## src/rtl/id_decoder.sv

```systemverilog
// Instruction decode: field split, EX/MEM forwarding, branch resolve, decode exceptions, load-use detect.
// Latency: read addresses and ld_hazard are combinational, decode bundle 1 cycle; no handshake, a load-use hit registers a bubble.
module id_decoder (
  input  logic        clk,
  input  logic        reset,
  input  logic [29:0] if_pc,
  input  logic [31:0] if_insn,
  input  logic [31:0] gpr_rd_data_0,
  input  logic [31:0] gpr_rd_data_1,
  input  logic        id_en_,
  input  logic        id_gpr_we_,
  input  logic [4:0]  id_dst_addr,
  input  logic [1:0]  id_mem_op,
  input  logic [31:0] ex_fwd_data,
  input  logic        ex_en_,
  input  logic        ex_gpr_we_,
  input  logic [4:0]  ex_dst_addr,
  input  logic [31:0] mem_fwd_data,
  input  logic        exe_mode,
  input  logic [31:0] creg_rd_data,
  output logic [4:0]  gpr_rd_addr_0,
  output logic [4:0]  gpr_rd_addr_1,
  output logic [4:0]  creg_rd_addr,
  output logic        ld_hazard,
  output logic [3:0]  alu_op,
  output logic [31:0] alu_in_0,
  output logic [31:0] alu_in_1,
  output logic [29:0] br_addr,
  output logic        br_taken,
  output logic        br_flag,
  output logic [1:0]  mem_op,
  output logic [31:0] mem_wr_data,
  output logic [1:0]  ctrl_op,
  output logic [4:0]  dst_addr,
  output logic        gpr_we_,
  output logic [2:0]  exp_code
);

  localparam logic [3:0] ALU_NOP = 4'd0, ALU_AND = 4'd1, ALU_OR = 4'd2, ALU_XOR = 4'd3,
                         ALU_ADDS = 4'd4, ALU_ADDU = 4'd5, ALU_SUBS = 4'd6, ALU_SUBU = 4'd7,
                         ALU_SHRL = 4'd8, ALU_SHLL = 4'd9;
  localparam logic [1:0] MEM_NOP = 2'd0, MEM_LDW = 2'd1, MEM_STW = 2'd2;
  localparam logic [1:0] CTRL_NOP = 2'd0, CTRL_WRCR = 2'd1, CTRL_EXRT = 2'd2;
  localparam logic [2:0] EXP_NO = 3'd0, EXP_UNDEF = 3'd2, EXP_TRAP = 3'd5, EXP_PRV = 3'd6;

  logic [5:0]  op;
  logic [4:0]  ra_addr, rb_addr, rc_addr;
  logic [15:0] imm;
  logic [31:0] ra_data, rb_data, imm_s, imm_u;
  logic [29:0] br_tgt;

  assign op      = if_insn[31:26];
  assign ra_addr = if_insn[25:21];
  assign rb_addr = if_insn[20:16];
  assign rc_addr = if_insn[15:11];
  assign imm     = if_insn[15:0];
  assign imm_s   = {{16{imm[15]}}, imm};
  assign imm_u   = {16'h0000, imm};
  assign br_tgt  = if_pc + {{14{imm[15]}}, imm};

  assign gpr_rd_addr_0 = ra_addr;
  assign gpr_rd_addr_1 = rb_addr;
  assign creg_rd_addr  = ra_addr;

  // EX result is younger than MEM result, so it wins when both target the same register.
  always_comb begin
    ra_data = gpr_rd_data_0;
    rb_data = gpr_rd_data_1;
    if (!id_en_ && !id_gpr_we_ && id_dst_addr == ra_addr)      ra_data = ex_fwd_data;
    else if (!ex_en_ && !ex_gpr_we_ && ex_dst_addr == ra_addr) ra_data = mem_fwd_data;
    if (!id_en_ && !id_gpr_we_ && id_dst_addr == rb_addr)      rb_data = ex_fwd_data;
    else if (!ex_en_ && !ex_gpr_we_ && ex_dst_addr == rb_addr) rb_data = mem_fwd_data;
  end

  assign ld_hazard = !id_en_ && !id_gpr_we_ && id_mem_op == MEM_LDW &&
                     (id_dst_addr == ra_addr || id_dst_addr == rb_addr);

  logic [3:0]  alu_op_d, alu_op_q;
  logic [31:0] alu_in_0_d, alu_in_0_q, alu_in_1_d, alu_in_1_q, mem_wr_data_d, mem_wr_data_q;
  logic [29:0] br_addr_d, br_addr_q;
  logic        br_taken_d, br_taken_q, br_flag_d, br_flag_q, gpr_we_d, gpr_we_q;
  logic [1:0]  mem_op_d, mem_op_q, ctrl_op_d, ctrl_op_q;
  logic [4:0]  dst_addr_d, dst_addr_q;
  logic [2:0]  exp_code_d, exp_code_q;

  always_comb begin
    alu_op_d      = ALU_NOP;
    alu_in_0_d    = ra_data;
    alu_in_1_d    = rb_data;
    br_addr_d     = 30'd0;
    br_taken_d    = 1'b0;
    br_flag_d     = 1'b0;
    mem_op_d      = MEM_NOP;
    mem_wr_data_d = rb_data;
    ctrl_op_d     = CTRL_NOP;
    dst_addr_d    = 5'd0;
    gpr_we_d      = 1'b1;
    exp_code_d    = EXP_NO;

    // Opcodes 00-0F are ALU ops; odd ones (except SUBUR) take an immediate and write rb.
    if (op[5:4] == 2'b00) begin
      gpr_we_d = 1'b0;
      if (op[0] && op != 6'h0B) begin
        dst_addr_d = rb_addr;
        alu_in_1_d = (op == 6'h07 || op == 6'h09) ? imm_s : imm_u;
      end else begin
        dst_addr_d = rc_addr;
      end
    end

    case (op)
      6'h00, 6'h01: alu_op_d = ALU_AND;
      6'h02, 6'h03: alu_op_d = ALU_OR;
      6'h04, 6'h05: alu_op_d = ALU_XOR;
      6'h06, 6'h07: alu_op_d = ALU_ADDS;
      6'h08, 6'h09: alu_op_d = ALU_ADDU;
      6'h0A:        alu_op_d = ALU_SUBS;
      6'h0B:        alu_op_d = ALU_SUBU;
      6'h0C, 6'h0D: alu_op_d = ALU_SHRL;
      6'h0E, 6'h0F: alu_op_d = ALU_SHLL;
      6'h10, 6'h11, 6'h12, 6'h13: begin
        br_flag_d = 1'b1;
        br_addr_d = br_tgt;
        case (op[1:0])
          2'b00:   br_taken_d = (ra_data == rb_data);
          2'b01:   br_taken_d = (ra_data != rb_data);
          2'b10:   br_taken_d = ($signed(ra_data) > $signed(rb_data));
          default: br_taken_d = (ra_data > rb_data);
        endcase
      end
      6'h14, 6'h15: begin
        br_addr_d  = ra_data[31:2];
        br_taken_d = 1'b1;
        br_flag_d  = 1'b1;
        if (op[0]) begin
          alu_in_0_d = {if_pc + 30'd1, 2'b00};
          dst_addr_d = 5'd31;
          gpr_we_d   = 1'b0;
        end
      end
      6'h16, 6'h17: begin
        alu_op_d   = ALU_ADDU;
        alu_in_1_d = imm_s;
        mem_op_d   = op[0] ? MEM_STW : MEM_LDW;
        if (!op[0]) begin
          dst_addr_d = rb_addr;
          gpr_we_d   = 1'b0;
        end
      end
      6'h18: exp_code_d = EXP_TRAP;
      6'h19, 6'h1A, 6'h1B: begin
        if (exe_mode) begin
          exp_code_d = EXP_PRV;
        end else if (op == 6'h19) begin
          alu_in_0_d = creg_rd_data;
          dst_addr_d = rb_addr;
          gpr_we_d   = 1'b0;
        end else if (op == 6'h1A) begin
          ctrl_op_d  = CTRL_WRCR;
          dst_addr_d = rb_addr;
        end else begin
          ctrl_op_d  = CTRL_EXRT;
        end
      end
      default: exp_code_d = EXP_UNDEF;
    endcase

    // A stalled instruction is replaced by a do-nothing bundle with the default operands.
    if (ld_hazard) begin
      alu_op_d      = ALU_NOP;
      alu_in_0_d    = ra_data;
      alu_in_1_d    = rb_data;
      br_addr_d     = 30'd0;
      br_taken_d    = 1'b0;
      br_flag_d     = 1'b0;
      mem_op_d      = MEM_NOP;
      mem_wr_data_d = rb_data;
      ctrl_op_d     = CTRL_NOP;
      dst_addr_d    = 5'd0;
      gpr_we_d      = 1'b1;
      exp_code_d    = EXP_NO;
    end
  end

  always_ff @(posedge clk) begin
    if (reset) begin
      alu_op_q      <= ALU_NOP;
      alu_in_0_q    <= 32'd0;
      alu_in_1_q    <= 32'd0;
      br_addr_q     <= 30'd0;
      br_taken_q    <= 1'b0;
      br_flag_q     <= 1'b0;
      mem_op_q      <= MEM_NOP;
      mem_wr_data_q <= 32'd0;
      ctrl_op_q     <= CTRL_NOP;
      dst_addr_q    <= 5'd0;
      gpr_we_q      <= 1'b1;
      exp_code_q    <= EXP_NO;
    end else begin
      alu_op_q      <= alu_op_d;
      alu_in_0_q    <= alu_in_0_d;
      alu_in_1_q    <= alu_in_1_d;
      br_addr_q     <= br_addr_d;
      br_taken_q    <= br_taken_d;
      br_flag_q     <= br_flag_d;
      mem_op_q      <= mem_op_d;
      mem_wr_data_q <= mem_wr_data_d;
      ctrl_op_q     <= ctrl_op_d;
      dst_addr_q    <= dst_addr_d;
      gpr_we_q      <= gpr_we_d;
      exp_code_q    <= exp_code_d;
    end
  end

  assign alu_op      = alu_op_q;
  assign alu_in_0    = alu_in_0_q;
  assign alu_in_1    = alu_in_1_q;
  assign br_addr     = br_addr_q;
  assign br_taken    = br_taken_q;
  assign br_flag     = br_flag_q;
  assign mem_op      = mem_op_q;
  assign mem_wr_data = mem_wr_data_q;
  assign ctrl_op     = ctrl_op_q;
  assign dst_addr    = dst_addr_q;
  assign gpr_we_     = gpr_we_q;
  assign exp_code    = exp_code_q;

endmodule

```

## config.mk

```make
export PLATFORM = sky130hd
export DESIGN_NAME = id_decoder
export DESIGN_NICKNAME = d
export VERILOG_FILES = /design/src/rtl/id_decoder.sv
export SDC_FILE = /design/constraint.sdc
export NUM_CORES = 1
export LEC_CHECK = 0
export BUFFER_PORTS_ARGS = -buffer_cell sky130_fd_sc_hd__buf_4
export CAP_MARGIN = 0
export CORE_AREA = 10 10 148 150
export DETAILED_ROUTE_END_ITERATION = 7
export DIE_AREA = 0 0 158 160
export PLACE_DENSITY = 0.86
export SLEW_MARGIN = 30
export SYNTH_ARGS = -nofsm -noshare
export SYNTH_HDL_FRONTEND = slang
export SYNTH_SLANG_ARGS = --single-unit
```

## constraint.sdc

```tcl
create_clock -name clk -period 5.8 [get_ports clk]
set_input_delay 1.16 -clock clk [delete_from_list [all_inputs] [get_ports clk]]
set_output_delay 1.16 -clock clk [all_outputs]
set_load 0.02 [all_outputs]
```

Yosys cells after proc, flatten, opt, wreduce, memory -nomap -nowiden --
Index checks and enable logic that the tools add are counted.
Operators by class: add/subtract/negate cells 2, $mul 0, div/mod/pow operators 0, $lt $le $gt $ge 2, equal/unequal tests 37, shifts and indexed selects 0, multiplexer cells 37, bitwise gates (word level) 2, reductions and logical operators 34
Operators by type and width (count):
- 32-bit 2-to-1 mux | 13
- 6-bit by 5-bit == test with 1-bit output, second input constant | 12
- 32-bit > comparator | 2
- 32-bit one-hot mux with 2 select lines | 1
- 30-bit one-hot mux with 2 select lines | 1
- 6-bit by 4-bit == test with 1-bit output, second input constant | 8
- 4-bit one-hot mux with 9 select lines | 1
- 5-bit 2-to-1 mux | 7
- 32-bit == test | 1
- 32-bit inequality test | 1
- 30-bit by 1-bit adder with 30-bit output, second input constant | 1
- 30-bit adder | 1
- 6-bit by 3-bit == test with 1-bit output, second input constant | 4
- 24-bit OR reduction | 1
- 5-bit == test | 4
- 2-bit OR reduction | 9
- 5-bit one-hot mux with 3 select lines | 1
- 6-bit by 2-bit == test with 1-bit output, second input constant | 2
- 1-bit logical AND | 9
- 3-bit one-hot mux with 3 select lines | 1
- 4-bit OR reduction | 2
- 6-bit by 1-bit == test with 1-bit output, second input constant | 1
- 6-bit zero test | 1
- 1-bit 2-to-1 mux | 6
- 14 further kinds | 24
Storage, ports and cells: register bits 145, latch bits 0, RAM bits 0, bits in read-only memories 0, output and inout port bits 161, logic and storage cells 126, memories 0

Logic depth before layout (Yosys ltp) --
Gate-level depths: netlist of run 1.
depth in word-level cells 9, depth in mapped cells 17, gate-level depth less buffers 15

Worst setup path before layout of run 1 --
Ideal clock, no wire load.
path type in2reg, start in ex_dst_addr[1], end reg br_taken_q (netlist: br_taken), setup time 0.119 ns, arrival time 4.069 ns, data required time 5.681 ns, setup slack 1.612 ns, cell stages on the path 15, path buffers 1, cell sequence xnor2_1 -> nand4_1 -> nor4_4 -> buf_2 -> mux2i_1 -> o21ai_1 -> ha_1 -> nand3_1 -> or3_1 -> a211o_1 -> a41o_1 -> o211a_1 -> o21a_1 -> o21ai_1 -> a21oi_1
Between the ends: longest elaborated chain between the ends 7, elaborated cells on any way between the ends 14, classes of those cells order compare: 2; eq/ne: 4; mux: 6; reduce/logical: 2
RTL lines:
- from (decl) | line 17 | input logic [4:0] ex_dst_addr,
- 5-bit == test, on equally long branches | line 70, 72
- 1-bit logical AND, on equally long branches | line 70, 72
- 32-bit 2-to-1 mux, on equally long branches | line 70, 72
- 32-bit 2-to-1 mux, on equally long branches | line 69, 71
- 32-bit > comparator, or another cell as far along | line 128 | default: br_taken_d = (ra_data > rb_data);
- 1-bit one-hot mux with 3 select lines * | line 124 | case (op[1:0])
- 1-bit one-hot mux with 2 select lines * | line 111 | case (op)
- to (signal assigned) | line 204 | br_taken_q <= br_taken_d;
- to (decl) | line 81 | logic br_taken_d, br_taken_q, br_flag_d, br_flag_q, gpr_we_d, gpr_we_q;
Every way passes the cells marked *; elsewhere a longest branch is shown, timed or not. A chain may end at the register's enable or synchronous reset.

Final worst setup path of run 1 --
start in if_insn[16], end reg br_taken_q (netlist: br_taken)
Between the ends: longest elaborated chain between the ends 7, elaborated cells on any way between the ends 15, classes of those cells order compare: 2; eq/ne: 4; mux: 4; reduce/logical: 5
RTL lines:
- from (decl) | line 7 | input logic [31:0] if_insn,
- 5-bit == test | line 72 | else if (!ex_en_ && !ex_gpr_we_ && ex_dst_addr == rb_addr) rb_data = mem_fwd_data;
- 1-bit logical AND | line 72
- 32-bit 2-to-1 mux | line 72
- 32-bit 2-to-1 mux | line 71 | if (!id_en_ && !id_gpr_we_ && id_dst_addr == rb_addr) rb_data = ex_fwd_data;
- 32-bit > comparator, or another cell as far along | line 128
- 1-bit one-hot mux with 3 select lines | line 124
- 1-bit one-hot mux with 2 select lines | line 111
Parallel ways exist; a longest one is shown, timed or not.

==> results of run 1 <==
==> worst min-delay path: cells and delay by family <==
kind	cells	cell delay (ns)
and+or+nand+nor	2	0.09
buffers and inverters	1	0.08
==> layout make-up <==
type	count	share of cell area
multi-input cells	904	0.4604
clock inverters	12	0.01111
flip-flops and latches	145	0.2241
well taps	238	0.02299
diodes	2	0.0003863
inverters	13	0.003767
clock buffers	20	0.03602
repair buffers	413	0.2413
==> report_power, final <==
| part | total (mW) | internal (mW) | switching (mW) |
|---|---|---|---|
| clock network | 1.15 | 0.678 | 0.477 |
| logic | 0.819 | 0.354 | 0.464 |
| registers | 1.07 | 1.05 | 0.0197 |
| total | 3.04 | 2.08 | 0.961 |
==> state kept, by name, summed over array words and instances, names as in the netlist <==
| register | flops |
|---|---|
| gpr_we_ | 1 |
| alu_op | 4 |
| dst_addr | 5 |
| exp_code | 3 |
| br_flag | 1 |
| alu_in_1 | 32 |
| alu_in_0 | 32 |
| mem_op | 2 |
| br_taken | 1 |
| mem_wr_data | 32 |
| ctrl_op | 2 |
| br_addr | 30 |
==> worst max-delay path by stage <==
stage,from,endpoint,slack (ns),cells after the start
after global placement,ex_dst_addr[2],br_taken$_SDFF_PP0_,1.08,17
after CTS,if_insn[16],br_taken$_SDFF_PP0_,1.44,17
final,if_insn[16],br_taken$_SDFF_PP0_,1.34,17
after floorplan,ex_dst_addr[1],br_taken$_SDFF_PP0_,1.61,15
after detailed placement,ex_dst_addr[2],br_taken$_SDFF_PP0_,1.01,17
after global routing,if_insn[16],br_taken$_SDFF_PP0_,1.25,17
==> metal layers <==
layer / up-vias / track usage / routed length [µm]
met5: - / 0 / 0
met4: 0 / 0.1436 / 1944
met3: 112 / 0.09992 / 4863
met2: 665 / 0.5227 / 20070
met1: 4786 / 0.3981 / 16660
li1: 4775 / - / -
==> synthesized netlist by cell type, types with 7 or more instances <==
| library cell | instances |
|---|---|
| sky130_fd_sc_hd__dfxtp_1 | 145 |
| sky130_fd_sc_hd__nand2_1 | 129 |
| sky130_fd_sc_hd__nor2_1 | 126 |
| sky130_fd_sc_hd__a21oi_1 | 82 |
| sky130_fd_sc_hd__o21ai_1 | 71 |
| sky130_fd_sc_hd__mux2i_1 | 65 |
| sky130_fd_sc_hd__ha_1 | 62 |
| sky130_fd_sc_hd__xnor2_1 | 46 |
| sky130_fd_sc_hd__a22oi_1 | 40 |
| sky130_fd_sc_hd__xor2_1 | 29 |
| sky130_fd_sc_hd__clkbuf_1 | 28 |
| sky130_fd_sc_hd__nand3_1 | 23 |
| sky130_fd_sc_hd__buf_4 | 20 |
| sky130_fd_sc_hd__o21bai_1 | 19 |
| sky130_fd_sc_hd__buf_2 | 18 |
| sky130_fd_sc_hd__o21ai_0 | 17 |
| sky130_fd_sc_hd__a21o_1 | 15 |
| sky130_fd_sc_hd__or2_1 | 15 |
| sky130_fd_sc_hd__and3_1 | 13 |
| sky130_fd_sc_hd__nand2b_1 | 13 |
| sky130_fd_sc_hd__nor3_1 | 13 |
| sky130_fd_sc_hd__inv_1 | 12 |
| sky130_fd_sc_hd__nand4_1 | 12 |
| sky130_fd_sc_hd__o211ai_1 | 9 |
| sky130_fd_sc_hd__nor2b_1 | 8 |
| sky130_fd_sc_hd__and2_1 | 7 |
| sky130_fd_sc_hd__buf_1 | 7 |
| sky130_fd_sc_hd__o21a_1 | 7 |
==> stage by stage <==
stage                     setup slack (ns)  hold WS [ns]    util
final                                1.339        0.9137  0.6790
after global routing                 1.248        0.9377  0.6790
after global placement               1.082         1.350  0.6467
after floorplan                      1.612         1.239       -
after CTS                            1.440        0.9122  0.6787
after detailed placement             1.008         1.354  0.6467
==> cell families after synthesis <==
group / after synthesis
AO/OA/AOI/OAI: 317
XOR/XNOR: 75
adder cells (fa/ha/maj): 63
buffers and inverters: 90
flip-flops: 145
multiplexers: 66
AND/OR/NAND/NOR: 383
==> results.md, run 1 <==
Route:
- In this run the remaining antenna-violating nets after routing total 0.
- After detailed routing, the average wire length per cell comes to 24.92 µm.
- The final layout contains routed wiring with a total length of 43,530 µm.
- The number of iterations in the first detailed-routing pass is 5.
- The post-route DRC violation count is 0.
- Summing over every cut layer, the via total after detailed routing is between 10,000 and 15,000.
- The violation count after the first detailed-routing iteration is ~960.
- The number of vias per cell is a little under 6.

Cells and area:
- The commonest non-fill, non-tap cell in the layout is sky130_fd_sc_hd__buf_4.
- Of the cells placed in the final design, the portion with a size suffix greater than 1 is 0.3112.
- The layout filler cell count is ~1,600.
- The multi-input combinational cells in the finished layout cover a total of a little under 0.006 mm².
- Registers take 0.002903 mm².
- Relative to the synthesized area, the layout overhead comes to 39.50%.
- The top cell types in the final layout, fill and taps aside, are sky130_fd_sc_hd__buf_4 (411), sky130_fd_sc_hd__dfxtp_1 (145), sky130_fd_sc_hd__nand2_1 (129).
- The net count of the finished layout is about 1,800.
- The final design area excluding fillers is 0.01295 mm².
- The finished layout holds roughly 1,700 standard cells, fillers aside.

Logic synthesis:
- Each instance of the synthesized netlist takes up on average ~8.2 µm².
- The number of warnings reported in the yosys synthesis log is 0.
- The async set or reset register ratio after synthesis is 0.
- By area the synthesized netlist is led by sky130_fd_sc_hd__dfxtp_1 (31%), sky130_fd_sc_hd__ha_1 (8.4%), sky130_fd_sc_hd__mux2i_1 (7.0%), sky130_fd_sc_hd__nand2_1 (5.2%), sky130_fd_sc_hd__nor2_1 (5.1%).
- Summed over all instances, the cell type with the most area after synthesis is sky130_fd_sc_hd__dfxtp_1.
- The count of state elements after synthesis is roughly 150.
- Of the total synthesized cell area, the portion taken by full adders, half adders and majority gates is 0.08569.
- The portion of synthesized cell area occupied by the leading cell type is 0.3126.
- The cell count after synthesis came out at 1,139.
- Measured against the total synthesized area, the mux share comes to 0.07127.
- The compound-gate portion of the synthesized area is 0.2176.
- The synthesized design contains 0 enable-type register cells.
- The share of the Yosys chip area taken by registers is 0.3126.
- The cell area after synthesis is between 0.009 and 0.01 mm².
- The number of nets handed over by synthesis was ~1,400.
- The prevailing post-synth register cell is sky130_fd_sc_hd__dfxtp_1.
- The simple-gate portion of the synthesized area is 0.1920.
- The unique cell type count in the Yosys netlist is between 60 and 70.
- The xor and xnor area share after synthesis is 0.07074.
- The dominant combinational cell family by area after synthesis is compound AO/OA/AOI/OAI gates.

Clocking:
- The number of clock buffers inserted by TritonCTS is 17.
- The number of hold buffers added after CTS was 0.
- The number of H-tree branching levels is 4.
- Once the clock tree was built, the setup fixing pass inserted 0 buffers.
- The tree is rooted in a sky130_fd_sc_hd__clkbuf_16.
- The tree built by TritonCTS fans out to between 100 and 150 sinks.
- The CTS tree is built.
- The worst-case clock buffer depth is 2.
- After clock tree synthesis, the repair step resized 0 gates.
- The clock transition at the registers of the reported paths is about 0.07 ns.

Pwr:
- Overall power consumption after layout is estimated at 3.042 mW.
- In this run the power density over the cells is approximately 230 mW/mm².
- Summed over all cells, the static leakage comes to 5.735 nW.
- The worst-case IR drop observed on VDD is 0.0002242 V.

Global route:
- The number of global-route vias before repair is roughly 10,000.
- Global routing finished with a remaining overflow of 0.
- Entering global routing, the biggest net connects 66 pins.
- For this run, the total global-route usage over all layers was measured as 0.3281.
- The number of antenna violations at the first check in global routing is 2.
- The first global-routing pass estimated ~63,000 µm of wire.

Timing:
- The pin slew with the least headroom to its limit is 0.7952 ns.
- Setup violations remaining at the end of the flow were counted as 0.
- In this run the tightest slew margin relative to its limit is 0.4670.
- Dividing the final minimum period by the clock period gives 0.7692.
- The minimum clock period after layout is 4.461 ns.
- The setup total negative slack is 0 ns.
- The final max-slew violation count is 0.
- The maximum frequency from static timing analysis is 224.1 MHz.
- Setup repair after global routing left no endpoint under its margin.
- The number of hold violations in the final report is 0.

Floorplan:
- The die covers approximately 0.025 mm².
- The initial cell density of the core is 0.4867.
- The width of the die is about 160 µm.
- The number of cell rows is 51.
- The number of I/O pins is approximately 400.
- Measured along the y axis, the die boundary spans 160 µm.
- The core region is approximately 0.019 mm².

Worst setup path:
- The data required time at the worst endpoint is ~6.1 ns.
- The kind of start point of the critical path is an input port.
- On the critical path the largest part of the delay comes from compound AO/OA/AOI/OAI gates.
- Along the worst path, the maximum fanout reaches 32.
- The worst setup path is captured at a register.
- On the worst path, the slowest cell contributes a delay of 0.53 ns.
- The critical path is of the in2reg type.
- The largest individual stage delay along the critical path comes from the cell sky130_fd_sc_hd__buf_4.
- The critical path goes through buf_4, xnor2_1, nand4_1, nor4_4, buf_4, mux2i_1, nor2_1, a21oi_1, ha_1, nand3_1, or3_1, a211o_1, a41o_1, o211a_1, o21a_1, o21ai_1, a21oi_1.
- Data on the critical path arrives at its endpoint at ~4.8 ns.
- The critical path buffer and inverter count is 2.

Placement:
- The total placed cells including tap cells is around 1,700.
- At the end of routability-driven placement, the weighted congestion stood at approximately 1.
- Input and output buffers added on the ports amount to around 400.
- The estimated wirelength of the detail-placed design is about 35,000 µm.
- The placed instances occupy a cell area of about 0.012 mm².

Min path:
- Counting instances, the worst hold path has a depth of 3.
- The worst hold path belongs to the class in2reg.
- The path with the worst hold slack has its endpoint at alu_in_0[24]$_SDFF_PP0_.
- The worst hold path begins at creg_rd_data[24].

Job:
- Across the run, the number of max-cap violations was 0.

Status:
- The run finished with clean final reports.
No activity file was read; power rests on OpenSTA's default activity.
==> run 2, diff against run 1 <==
- ABC_AREA: default -> 1
- CORE_AREA: 10 10 148 150 -> default
- CORE_MARGIN: default -> 10
- CORE_UTILIZATION: default -> 51
- DIE_AREA: 0 0 158 160 -> default
- clock period: 5.8 -> 4.4 ns (I/O delays scaled with it)
==> run 2 against run 1 <==
  * Synthesized cell count increased by 51%
  * Routed wire length is 25% higher
  * Via count rose by 35%
  * Worst hold slack got worse by 0.17 ns
  * Critical endpoint unchanged
==> results.md, run 2 <==
Status:
- The run finished with clean final reports.

Min path:
- Along the worst hold path, the cell count comes to 5.
- The type of the most critical hold path is in2reg.
- The worst hold endpoint is alu_in_0[22]$_SDFF_PP0_.
- The start point of the worst hold path is creg_rd_data[22].

Clocking:
- No sink is reached through more buffers than the 2 on the longest clock path.
- Once the clock tree was built, the resizer swapped 0 gates to a different size.
- The CTS tree is built.
- Clock tree synthesis inserted a total of 17 buffers.
- The clock tree root driver cell is sky130_fd_sc_hd__clkbuf_16.
- The clock transition at the registers of the reported paths is 0.07 ns.
- The number of hold buffers added after cts is 0.
- The clock tree synthesis step divided the H-tree into 4 levels.
- After clock tree synthesis, the setup repair step added 0 buffers.
- The number of sinks driven by the clock tree is 145.

Timing:
- The minimum clock period after layout is around 3.7 ns.
- The final max-slew violation count is 0.
- For the final routed database, the setup TNS stands at 0 ns.
- The post-route clock period utilization is 0.8314.
- The tightest slew margin relative to the limit is 0.3677.
- The number of setup violations in the final report is 0.
- Setup repair after global routing left no endpoint under its margin.
- The worst path meets setup with between 0.7 and 0.8 ns of slack.
- Based on the critical path, the design can be clocked at up to about 270 MHz.
- The tightest hold path in the finished design has a slack of ~0.74 ns.
- At the pin with the least slew margin, the transition time is ~0.95 ns.
- The number of hold violations in the final report is 0.

Route:
- The post-route DRC violation count is 0.
- For this block, the routed nets add up to 54,370 µm of wire.
- For this run, the detailed router's first-pass iteration total came to 6.
- The detail route stage leaves a number of antenna-violating nets equal to 0.
- The via count is between 10,000 and 15,000.
- The number of vias per cell is 5.878.
- The violation count after the first detailed-routing iteration is 1,844.
- The average detailed-routed wire length per instance is around 23 µm.

Worst setup path:
- The critical path endpoint category is a register.
- The critical path contains buffers and inverters numbering 2 combined.
- The delay of the slowest cell on the worst path is between 0.3 and 0.4 ns.
- Among all stages on the critical path, the largest delay is contributed by sky130_fd_sc_hd__ha_1.
- The kind of start point of the critical path is an input port.
- The maximum fanout along the worst path is 16.
- The most used cell along the critical path is sky130_fd_sc_hd__nand2_1.
- The type of the worst setup path is in2reg.
- STA puts the critical path data arrival time at roughly 4.0 ns.
- Data on the critical path is required at its endpoint by about 4.8 ns.
- Traced cell by cell, the critical path runs through buf_4, nor2_1, o21ai_0, nor2_1, nand3_2, buf_4, nand2_1, o21ai_0, nand2_1, o21ai_1, ha_1, nand2_1, nor2_1, nor3b_1, nand2_1, nand3_1, nand2_1, a21oi_1, nand2_1, a21oi_1.
- The kind of cell adding the most delay to the critical path is simple AND/OR/NAND/NOR gates.

Placement:
- The post-place instance area is 0.01388 mm².
- Input and output buffers added on the ports amount to 401.
- The placer congestion estimate is around 1.
- OpenSTA, run right after detailed placement, puts the worst setup slack at 0.3595 ns.
- The estimated wirelength of the detail-placed design is 44,520 µm.

Logic synthesis:
- The cell area after synthesis is between 0.01 and 0.015 mm².
- Synthesis inferred roughly 150 register bits.
- The compound-gate portion of the synthesized area is 0.1930.
- The adder-cell share of the synthesized area is 0.07400.
- The share of the Yosys chip area taken by registers is 0.2699.
- The async set or reset register ratio after synthesis is 0.
- Counting every net in the synthesized netlist gives about 2,000.
- The number of warnings reported in the yosys synthesis log is 0.
- After synthesis, the cell types taking the most area are sky130_fd_sc_hd__dfxtp_1 (27%), sky130_fd_sc_hd__nand2_1 (16%), sky130_fd_sc_hd__ha_1 (7.2%), sky130_fd_sc_hd__inv_1 (6.9%), sky130_fd_sc_hd__a21oi_1 (6.4%).
- The portion of synthesized cell area occupied by the leading cell type is 0.2699.
- Yosys instantiated no cell more often than sky130_fd_sc_hd__nand2_1.
- In this run the mean area of a mapped cell was 6.245 µm².
- The prevailing post-synth register cell is sky130_fd_sc_hd__dfxtp_1.
- After synthesis, the share of cell area in mux cells is 0.
- The xor and xnor area share after synthesis is 0.01629.
- The synthesized design spends more area on one cell type than any other, namely sky130_fd_sc_hd__dfxtp_1.
- The simple-gate portion of the synthesized area is 0.3328.
- Yosys mapped a number of flops with a built-in enable equal to 0.
- Synthesis produced a netlist whose cell count is ~1,700.
- The dominant combinational cell family by area after synthesis is simple AND/OR/NAND/NOR gates.
- In the synthesized netlist, the cells that appear most often are sky130_fd_sc_hd__nand2_1 (465), sky130_fd_sc_hd__inv_1 (197), sky130_fd_sc_hd__nor2_1 (168).
- The number of different library cells used by synthesis comes to between 50 and 60.

Cells and area:
- The library cell used most frequently in the layout, excluding fill and tap cells, is sky130_fd_sc_hd__nand2_1.
- From synthesis to final layout, the design area changed by 34.39%.
- Summing all non-filler instances in the final layout gives an area of 0.01445 mm².
- The net count of the finished layout is 2,389.
- The number of antenna diodes is 0.
- The fraction of final layout cells with drive strength greater than 1 is 0.2436.
- At the end of the flow the core is filled with cells to 0.6919.
- In the layout the commonest cells are sky130_fd_sc_hd__nand2_1 (465), sky130_fd_sc_hd__buf_4 (423), sky130_fd_sc_hd__inv_1 (197).

Floorplan:
- The number of I/O pins is approximately 400.
- The die covers 0.02729 mm².
- For this configuration, the core starts out at a cell density of 0.5148.
- The vertical die dimension is 165.2 µm.
- In this run the standard cell core region covers ~0.021 mm².
- After floorplanning, the core was divided into between 50 and 60 placement rows.
- Measured along the x axis, the die boundary spans around 170 µm.

Job:
- The tool flagged a number of max-cap violations equal to 0.

Global route:
- Summed over all layers, the global routing overflow is 0.
- The number of global-route vias before repair was 13,350.
- The first global-routing pass estimated between 70,000 and 80,000 µm of wire.
- The number of antenna violations at the first check in global routing came to 1.
- In the global route stage, overall resource usage came out at 0.3820.
- Entering global routing, the biggest net connects 51 pins.

Pwr:
- The peak supply drop is 0.0003009 V.
- For this design the static power due to leakage is 7.624 nW.
- Power spread over the standard cell area amounts to approximately 280 mW/mm².
==> run 2: cell types whose count changed after synthesis, sizes merged, moves of 39 or more <==
| cell | previous run | this run |
|---|---|---|
| nand2 | 129 | 471 |
| inv | 13 | 209 |
| nand3 | 23 | 118 |
| mux2i | 65 | 0 |
| a21oi | 85 | 149 |
| nor2 | 126 | 174 |
| xnor2 | 46 | 5 |
| a22oi | 40 | 1 |
==> run 2: cell type report <==
type	instances	area, µm²
Clock buffer	20	436.7
Clock inverter	12	135.1
Fill cell	1796	6436
Inverter	210	788.3
Multi-Input combinational cell	1286	6630
Sequential cell	145	2903
Tap cell	275	344.1
Timing Repair Buffer	425	3216
==> run 2: worst max path at each step <==
stage,startpoint,cells past startpoint,slack (ns),end
2_1_floorplan,id_gpr_we_,17,1.01,br_taken$_SDFF_PP0_
3_3_place_gp,if_insn[18],22,0.56,br_taken$_SDFF_PP0_
3_5_place_dp,ex_gpr_we_,20,0.36,br_taken$_SDFF_PP0_
4_1_cts,ex_gpr_we_,20,0.80,br_taken$_SDFF_PP0_
5_1_grt,ex_gpr_we_,20,0.31,br_taken$_SDFF_PP0_
6_report,ex_gpr_we_,20,0.74,br_taken$_SDFF_PP0_
==> run 2: cells by family (layout without fill, tap and decap cells) <==
family | after synthesis | count (layout)
adders and majority gates | 63 | 63
buffers and inverters | 291 | 667
AOI/OAI and AO/OA | 359 | 359
xor gates and xnor gates | 20 | 20
and+or+nand+nor | 844 | 844
DFF | 145 | 145
==> run 2: routing by layer <==
layer | global-route usage | vias to the layer above | routed length (µm)
li1 | - | 6375 | -
met3 | 0.1130 | 208 | 7579
met4 | 0.2013 | 2 | 3118
met1 | 0.4590 | 6262 | 19330
met5 | 0 | - | 11
met2 | 0.6050 | 1101 | 24330
==> run 2: where the power goes <==
part / total [mW] / internal [mW] / switching [mW]
combinational: 1.21 / 0.459 / 0.749
clock: 1.49 / 0.838 / 0.648
sequential: 1.42 / 1.39 / 0.0297
total: 4.11 / 2.68 / 1.43
==> run 2: stage by stage <==
stage                     power [mW]  cells
after floorplan                2.059   1722
after global placement         2.600   2341
after detailed placement       2.611   2341
after CTS                      4.063   2373
after global routing           4.233   2373
final                          4.110   2373
